**config.mk**
```make
export PLATFORM = sky130hd
export DESIGN_NAME = uart_frame_monitor_flat
export DESIGN_NICKNAME = d
export VERILOG_FILES = /design/src/rtl/uart_frame_monitor_if.sv /design/src/rtl/uart_frame_monitor.sv /design/src/flat_wrapper.sv
export SDC_FILE = /design/constraint.sdc
export NUM_CORES = 1
export LEC_CHECK = 0
export ABC_CLOCK_PERIOD_IN_PS = 6600
export BUFFER_PORTS_ARGS = -buffer_cell sky130_fd_sc_hd__buf_2
export CORE_MARGIN = 4
export CORE_UTILIZATION = 25
export CTS_BUF_LIST = sky130_fd_sc_hd__clkbuf_2
export DETAILED_ROUTE_END_ITERATION = 8
export GPL_TIMING_DRIVEN = 0
export MAX_ROUTING_LAYER = met4
export SKIP_CTS_REPAIR_TIMING = 1
export SYNTH_ARGS = -nofsm -noshare
export SYNTH_HDL_FRONTEND = slang
export SYNTH_SLANG_ARGS = --single-unit
```
**constraint.sdc**
```tcl
create_clock -name clk -period 6.6 [get_ports clk]
set_input_delay 1.32 -clock clk [delete_from_list [all_inputs] [get_ports clk]]
set_output_delay 1.32 -clock clk [all_outputs]
set_load 0.01 [all_outputs]
```
**src/rtl/uart_frame_monitor_if.sv**
```systemverilog
`default_nettype none
// ============================================================================
// Module  : uart_frame_monitor_if
// Purpose : Groups the format controls, serial line and frame report of the
//           UART frame monitor into one bundle.
// Modports: master - drives en/line/format, observes the report (bench/host)
//           slave  - the monitor itself
// Signals : en, line, prescaler, data_size, parity_type, two_stop (to monitor)
//           frame_valid, frame_data, parity_err, frame_err, break_det, busy,
//           frame_cnt, err_cnt (from monitor)
// Revision: 1.0 - initial release
// ============================================================================
interface uart_frame_monitor_if #(
  parameter int PRESCALE_W = 16,
  parameter int CNT_W      = 16
);
  logic                  en;
  logic                  line;
  logic [PRESCALE_W-1:0] prescaler;
  logic [3:0]            data_size;
  logic [2:0]            parity_type;
  logic                  two_stop;
  logic                  frame_valid;
  logic [8:0]            frame_data;
  logic                  parity_err;
  logic                  frame_err;
  logic                  break_det;
  logic                  busy;
  logic [CNT_W-1:0]      frame_cnt;
  logic [CNT_W-1:0]      err_cnt;

  modport master (
    output en, line, prescaler, data_size, parity_type, two_stop,
    input  frame_valid, frame_data, parity_err, frame_err, break_det, busy,
           frame_cnt, err_cnt
  );

  modport slave (
    input  en, line, prescaler, data_size, parity_type, two_stop,
    output frame_valid, frame_data, parity_err, frame_err, break_det, busy,
           frame_cnt, err_cnt
  );
endinterface
`default_nettype wire

```
**src/rtl/uart_frame_monitor.sv**
```systemverilog
`default_nettype none
// ============================================================================
// Module  : uart_frame_monitor
// Purpose : Serial-line frame decoder for a UART tx pin. Decodes 5..9 data
//           bits, none/odd/even/stick parity and 1 or 2 stop bits, reports
//           each word with parity/framing/break flags and keeps frame and
//           error counters.
// Ports   : clk    - block clock
//           rst_n  - asynchronous active-low reset
//           bus    - uart_frame_monitor_if.slave (line, format, report)
// Option  : UART_MON_GLITCH_FILTER_EN - 2-of-3 majority of samples 6/7/8
//           per bit instead of a single sample at 7.
// Revision: 1.0 - initial release
// ============================================================================
module uart_frame_monitor #(
  parameter int PRESCALE_W = 16,
  parameter int CNT_W      = 16
) (
  input  logic                clk,
  input  logic                rst_n,
  uart_frame_monitor_if.slave bus
);

  typedef enum logic [2:0] {
    S_IDLE, S_START, S_DATA, S_PARITY, S_STOP1, S_STOP2, S_BRK_WAIT
  } state_t;

  state_t                r_state, w_next;
  logic                  r_sync1, r_sync2, r_sync3;
  logic [PRESCALE_W-1:0] r_tick_cnt, r_prescale;
  logic [3:0]            r_samp_cnt, r_bit_idx, r_nbits;
  logic [2:0]            r_par_mode;
  logic                  r_two_stop;
  logic [8:0]            r_shift;
  logic                  r_any_one, r_perr, r_ferr;
  logic                  r_frame_valid, r_parity_err, r_frame_err, r_break_det;
  logic [8:0]            r_frame_data;
  logic [CNT_W-1:0]      r_frame_cnt, r_err_cnt;

  logic w_tick, w_bit, w_samp, w_bitend, w_start, w_brk, w_report;
  logic w_stop_err, w_has_par, w_par_exp;
  logic [3:0] w_nbits_in;
  logic [2:0] w_par_in;

  // Line synchronizer; r_sync3 is the previous synchronized value for edge
  // detection. Presetting to 1 keeps reset from looking like a start edge.
  always_ff @(posedge clk or negedge rst_n) begin
    if (!rst_n) begin
      r_sync1 <= 1'b1;
      r_sync2 <= 1'b1;
      r_sync3 <= 1'b1;
    end else begin
      r_sync1 <= bus.line;
      r_sync2 <= r_sync1;
      r_sync3 <= r_sync2;
    end
  end

  assign w_tick = (r_tick_cnt == '0);

`ifdef UART_MON_GLITCH_FILTER_EN
  localparam logic [3:0] c_samp_pt = 4'd8;
  logic r_s6, r_s7;

  always_ff @(posedge clk or negedge rst_n) begin
    if (!rst_n) begin
      r_s6 <= 1'b1;
      r_s7 <= 1'b1;
    end else if (w_tick && (r_state != S_IDLE)) begin
      if (r_samp_cnt == 4'd6) r_s6 <= r_sync2;
      if (r_samp_cnt == 4'd7) r_s7 <= r_sync2;
    end
  end

  // Decision taken at count 8 using the live sample as the third vote.
  assign w_bit = (r_s6 & r_s7) | (r_s6 & r_sync2) | (r_s7 & r_sync2);
`else
  localparam logic [3:0] c_samp_pt = 4'd7;
  assign w_bit = r_sync2;
`endif

  assign w_samp   = (r_state != S_IDLE) && w_tick && (r_samp_cnt == c_samp_pt);
  assign w_bitend = (r_state != S_IDLE) && w_tick && (r_samp_cnt == 4'd15);
  assign w_start  = bus.en && r_sync3 && !r_sync2;
  assign w_has_par = (r_par_mode != 3'b000);
  // Break: nothing but zeros up to and including the first stop sample.
  assign w_brk    = (r_state == S_STOP1) && !w_bit && !r_any_one;
  assign w_report = bus.en && w_samp &&
                    (((r_state == S_STOP1) && (w_brk || !r_two_stop)) ||
                     (r_state == S_STOP2));
  assign w_stop_err = !w_bit || ((r_state == S_STOP2) && r_ferr);

  // Illegal format codes fold to 8 data bits / no parity at latch time.
  assign w_nbits_in = ((bus.data_size >= 4'd5) && (bus.data_size <= 4'd9)) ?
                      bus.data_size : 4'd8;
  always_comb begin
    w_par_in = 3'b000;
    case (bus.parity_type)
      3'b001, 3'b010, 3'b100, 3'b101: w_par_in = bus.parity_type;
      default:                        w_par_in = 3'b000;
    endcase
  end

  // Unreceived bits of r_shift are 0, so reduction XOR covers exactly the word.
  always_comb begin
    w_par_exp = 1'b0;
    case (r_par_mode)
      3'b001:  w_par_exp = ~^r_shift;
      3'b010:  w_par_exp = ^r_shift;
      3'b101:  w_par_exp = 1'b1;
      default: w_par_exp = 1'b0;
    endcase
  end

  always_ff @(posedge clk or negedge rst_n) begin
    if (!rst_n) r_state <= S_IDLE;
    else        r_state <= w_next;
  end

  always_comb begin
    w_next = r_state;
    case (r_state)
      S_IDLE:     if (w_start) w_next = S_START;
      S_START: begin
        if (w_samp && w_bit) w_next = S_IDLE;
        else if (w_bitend)   w_next = S_DATA;
      end
      S_DATA: begin
        if (w_bitend && (r_bit_idx == r_nbits))
          w_next = w_has_par ? S_PARITY : S_STOP1;
      end
      S_PARITY:   if (w_bitend) w_next = S_STOP1;
      S_STOP1: begin
        if (w_samp) begin
          if (w_brk)            w_next = S_BRK_WAIT;
          else if (!r_two_stop) w_next = S_IDLE;
        end else if (w_bitend) begin
          w_next = S_STOP2;
        end
      end
      S_STOP2:    if (w_samp) w_next = S_IDLE;
      S_BRK_WAIT: if (r_sync2) w_next = S_IDLE;
      default:    w_next = S_IDLE;
    endcase
    if (!bus.en) w_next = S_IDLE;
  end

  always_ff @(posedge clk or negedge rst_n) begin
    if (!rst_n) begin
      r_tick_cnt    <= '0;
      r_prescale    <= '0;
      r_samp_cnt    <= '0;
      r_bit_idx     <= '0;
      r_nbits       <= 4'd8;
      r_par_mode    <= '0;
      r_two_stop    <= 1'b0;
      r_shift       <= '0;
      r_any_one     <= 1'b0;
      r_perr        <= 1'b0;
      r_ferr        <= 1'b0;
      r_frame_valid <= 1'b0;
      r_frame_data  <= '0;
      r_parity_err  <= 1'b0;
      r_frame_err   <= 1'b0;
      r_break_det   <= 1'b0;
      r_frame_cnt   <= '0;
      r_err_cnt     <= '0;
    end else begin
      r_frame_valid <= 1'b0;
      if (r_state == S_IDLE) begin
        r_tick_cnt <= bus.prescaler;
        r_samp_cnt <= '0;
        if (w_start) begin
          r_prescale <= bus.prescaler;
          r_nbits    <= w_nbits_in;
          r_par_mode <= w_par_in;
          r_two_stop <= bus.two_stop;
          r_shift    <= '0;
          r_bit_idx  <= '0;
          r_any_one  <= 1'b0;
          r_perr     <= 1'b0;
          r_ferr     <= 1'b0;
        end
      end else begin
        if (w_tick) begin
          r_tick_cnt <= r_prescale;
          r_samp_cnt <= r_samp_cnt + 4'd1;
        end else begin
          r_tick_cnt <= r_tick_cnt - PRESCALE_W'(1);
        end
        if (w_samp) begin
          case (r_state)
            S_DATA: begin
              r_shift[r_bit_idx] <= w_bit;
              r_bit_idx          <= r_bit_idx + 4'd1;
              r_any_one          <= r_any_one | w_bit;
            end
            S_PARITY: begin
              r_perr    <= (w_bit != w_par_exp);
              r_any_one <= r_any_one | w_bit;
            end
            S_STOP1: r_ferr <= !w_bit;
            default: ;
          endcase
        end
      end
      if (w_report) begin
        r_frame_valid <= 1'b1;
        r_frame_data  <= r_shift;
        r_parity_err  <= r_perr;
        r_frame_err   <= w_stop_err;
        r_break_det   <= w_brk;
        r_frame_cnt   <= r_frame_cnt + CNT_W'(1);
        if (r_perr || w_stop_err || w_brk)
          r_err_cnt <= r_err_cnt + CNT_W'(1);
      end
    end
  end

  assign bus.frame_valid = r_frame_valid;
  assign bus.frame_data  = r_frame_data;
  assign bus.parity_err  = r_parity_err;
  assign bus.frame_err   = r_frame_err;
  assign bus.break_det   = r_break_det;
  assign bus.busy        = (r_state != S_IDLE) && bus.en;
  assign bus.frame_cnt   = r_frame_cnt;
  assign bus.err_cnt     = r_err_cnt;

endmodule
`default_nettype wire

```
**src/flat_wrapper.sv**
```systemverilog
// flat-port wrapper written by rule: the top's interface ports become plain ports
module uart_frame_monitor_flat 
#(
  parameter int PRESCALE_W = 16,
  parameter int CNT_W      = 16
)
  (clk, rst_n, bus_en, bus_line, bus_prescaler, bus_data_size, bus_parity_type, bus_two_stop, bus_frame_valid, bus_frame_data, bus_parity_err, bus_frame_err, bus_break_det, bus_busy, bus_frame_cnt, bus_err_cnt);
  uart_frame_monitor_if #(.PRESCALE_W(PRESCALE_W), .CNT_W(CNT_W)) bus_i ();
  input  logic clk;
  input  logic rst_n;
  input wire logic [$bits(bus_i.en)-1:0] bus_en;
  input wire logic [$bits(bus_i.line)-1:0] bus_line;
  input wire logic [$bits(bus_i.prescaler)-1:0] bus_prescaler;
  input wire logic [$bits(bus_i.data_size)-1:0] bus_data_size;
  input wire logic [$bits(bus_i.parity_type)-1:0] bus_parity_type;
  input wire logic [$bits(bus_i.two_stop)-1:0] bus_two_stop;
  output wire logic [$bits(bus_i.frame_valid)-1:0] bus_frame_valid;
  output wire logic [$bits(bus_i.frame_data)-1:0] bus_frame_data;
  output wire logic [$bits(bus_i.parity_err)-1:0] bus_parity_err;
  output wire logic [$bits(bus_i.frame_err)-1:0] bus_frame_err;
  output wire logic [$bits(bus_i.break_det)-1:0] bus_break_det;
  output wire logic [$bits(bus_i.busy)-1:0] bus_busy;
  output wire logic [$bits(bus_i.frame_cnt)-1:0] bus_frame_cnt;
  output wire logic [$bits(bus_i.err_cnt)-1:0] bus_err_cnt;
  assign bus_i.en = bus_en;
  assign bus_i.line = bus_line;
  assign bus_i.prescaler = bus_prescaler;
  assign bus_i.data_size = bus_data_size;
  assign bus_i.parity_type = bus_parity_type;
  assign bus_i.two_stop = bus_two_stop;
  assign bus_frame_valid = bus_i.frame_valid;
  assign bus_frame_data = bus_i.frame_data;
  assign bus_parity_err = bus_i.parity_err;
  assign bus_frame_err = bus_i.frame_err;
  assign bus_break_det = bus_i.break_det;
  assign bus_busy = bus_i.busy;
  assign bus_frame_cnt = bus_i.frame_cnt;
  assign bus_err_cnt = bus_i.err_cnt;
  uart_frame_monitor #(.PRESCALE_W(PRESCALE_W), .CNT_W(CNT_W)) u_core (.clk(clk), .rst_n(rst_n), .bus(bus_i));
endmodule
```
==> impl_metrics.csv <==
group,metric,value,unit
setup_path,cp.arrival,2.24,ns
final_layout,fin_nets,721,
synth,yosys.cell_types.count,51,
synth,synth-async-reset-ratio,1.000,
placed_design,io_buffers,72,
synth,syn_area,5495,um2
setup_path,r2r_start,"u_core.r_tick_cnt[7]",
clocking,cts_tree,"built",
pwr,net-switching-power,0.3983,mW
clocking,clock_sinks,111,
floorplan,core-area,21350,um2
placed_design,dpl.cell_count,948,
final_layout,final_layout_size_suffix_gt1_frac,0.1526,
synth,synth_common_cells,"nand2_1 (154), dfrtp_1 (107), nor2_1 (46), xor2_1 (33), o21ai_0 (32)",
synth,syn-num-nets,637,
routing,drt-total-wl,12980,um
sta,worst_slew_pin_slew,1.028,ns
placed_design,dpl.hpwl,9429,um
final_layout,postLayoutCoreUtil,0.2978,
placed_design,place_congestion,0.8813,
routing,wl_per_cell,13.42,um
floorplan,die_h,156.3,um
synth,synth-edff-count,0,
pwr,leakagePower,3.130,nW
sta,setup_violations,0,
setup_path,cp.required,5.28,ns
status,status,"finished, final reports clean",
synth,yosysSeqAreaShare,0.5064,
global_routing,grt_pass1_wl,21420,um
floorplan,dieArea,24420,um2
synth,netlist_top_cells_area,"dfrtp_1 (49%), nand2_1 (11%), xor2_1 (5.3%), xnor2_1 (3.7%), nor2_1 (3.1%)",
synth,yosys.area.top_type,"dfrtp_1",
floorplan,start_util,0.2574,
sta,finalHoldViolations,0,
sta,relSlewSlack,0.3086,
sta,setup_tns,0,ns
synth,yosysTopAreaCellShare,0.4872,
clocking,cts_buffers,9,
global_routing,grtUsageTotal,0.1114,
sta,timing.fmax,0.2812,GHz
final_layout,finalNonFillerCells,967,
routing,postRouteAntennaNets,0,
pwr,p_int,0.8979,mW
synth,synth-seq-cells,111,
sta,layout_min_cycle_time,3.556,ns
floorplan,fp-row-count,53,
synth,synth-warning-count,0,
setup_path,startpoint_type,"flip-flop",
floorplan,io_pins,74,
sta,rsz0062_at_grt,"no",
clocking,cts_root_buffer,"clkbuf_2",
sta,drv_slew,0,
synth,synth.most_common_cell,"nand2_1",
setup_path,cp-end-kind,"output port",
pwr,vdd.ir_drop.worst,0.07289,mV
synth,synth_cells,600,
clocking,ctsLongestPathBuffers,2,
setup_path,crit_type,"flip-flop to output port",
clocking,path_clk_slew,0.26,ns
global_routing,antenna_found_initial,4,
synth,synthFlopType,"dfrtp_1",
sta,period_share,0.5388,
setup_path,cp-startpoint,"u_core.r_state[0]",
clocking,cts_max_level,3,
floorplan,die_x,156.3,um
routing,dr.first_iter.drc_count,211,
worst_hold_path,min-delay-start,"u_core.r_sync1",
worst_hold_path,hp-class,"flip-flop to flip-flop",
pwr,pwr-share-seq,0.602,
global_routing,grt_overflow_total,0,
pwr,pwr-share-clk,0.250,
global_routing,grt_max_degree,87,
final_layout,area_growth,15.71,%
routing,dr.pass1.iters,4,
pwr,power_switching_share,0.3073,
sta,skew,0.04533,ns
setup_path,critical_path.max_fanout,10,
clocking,insertion_delay,0.65,ns
run,maxCapViolations,0,
routing,num_vias,4330,
pwr,power_density,203.8,nW/um2
synth,syn-mean-instance-area,9.159,um2
routing,routed_via_density,4.478,
pwr,pwr-share-comb,0.148,
global_routing,grt_pass1_vias,4250,
routing,drc,0,
[power groups by stage]
stage | logic, mW | registers, mW | clock network, mW
after detailed placement | 0.195 | 0.792 | 0
after CTS | 0.195 | 0.781 | 0.347
final | 0.192 | 0.780 | 0.324
after global placement | 0.189 | 0.790 | 0
after floorplan | 0.131 | 0.779 | 0
after global routing | 0.224 | 0.790 | 0.375
[per-layer routing]
metal  routed length, um  global-route usage  vias to the layer above
met4                 201             0.04917                        0
met5                   0                   -                        -
met1                5978              0.1388                     2034
met3                 715             0.02268                       16
met2                6079              0.1754                       95
li1                    -                   -                     2185
[layout make-up]
type / instances / area [um2]
Fill cell: 2283 / 14990
Sequential cell: 111 / 2783
Multi-Input combinational cell: 448 / 2547
Timing Repair Buffer: 73 / 394.1
Tap cell: 275 / 344.1
Buffer: 26 / 108.9
Clock inverter: 6 / 70.07
Inverter: 15 / 56.30
Clock buffer: 9 / 45.04
Antenna cell: 4 / 10.01
[layout by cell type, fill, tap and decap left out, types with 3 or more instances in the layout]
cell type and instances:
dfrtp_1 107, diode_2 4, buf_2 74, dfstp_2 4
o31ai_1 3, nor2b_1 7, a21oi_1 24, nor3_1 21
nand2b_1 3, nand3_1 17, nor2_1 46, nand2_1 154
xnor2_1 23, and3_1 5, ha_1 9, clkbuf_2 9
nor4_1 9, nand4_1 12, o21ai_0 32, inv_1 14
or3_1 4, xor2_1 33, mux2i_1 12, clkbuf_1 22
[through the flow]
step                power (mW)  setup WS (ns)  hold WS [ns]  instance area [um2]
floorplan               0.9106          3.478        0.3452                 5495
global placement        0.9789          2.783        0.3558                 6200
detailed placement      0.9863          3.003        0.3586                 6233
CTS                      1.322          2.939        0.3889                 6349
global route             1.389          2.761        0.3943                 6359
finish                   1.296          3.044        0.3860                 6359
[path summary, 6_finish.rpt]
path / endpoint / slack [ns] / cells after the start
min in group asynchronous: u_core.bus.frame_data[2] / 0.49 / 1
worst min-delay path: u_core.r_sync2 / 0.39 / 0
worst min register to register: u_core.r_sync2 / 0.39 / 0
max in group asynchronous: u_core.r_sync2 / 5.37 / 2
worst max register to register: u_core.bus.err_cnt[10] / 3.30 / 7
worst max-delay path: bus_busy / 3.04 / 5
[sequential cells by signal, summed over array words and instances (netlist names), 3 cells and up]
register / count
u_core.bus.err_cnt: 16
u_core.bus.frame_cnt: 16
u_core.r_prescale: 16
u_core.r_tick_cnt: 16
u_core.bus.frame_data: 9
u_core.r_shift: 9
u_core.r_bit_idx: 4
u_core.r_nbits: 4
u_core.r_samp_cnt: 4
u_core.r_par_mode: 3
u_core.r_state: 3
[kinds of logic after synthesis]
logic type / synth area share
xor gates and xnor gates: 0.09768
adders and majority gates: 0.02049
DFF: 0.5064
AOI/OAI and AO/OA: 0.07992
and+or+nand+nor: 0.2416
muxes: 0.02391
buffers and inverters: 0.03005
[critical path: stages, from the launching register on]
cell	delay, ns
dfrtp_1	0.43
clkbuf_1	0.22
nor3_1	0.27
clkbuf_1	0.46
nor2b_1	0.10
buf_2	0.16
(Power assumes the default switching activity.)
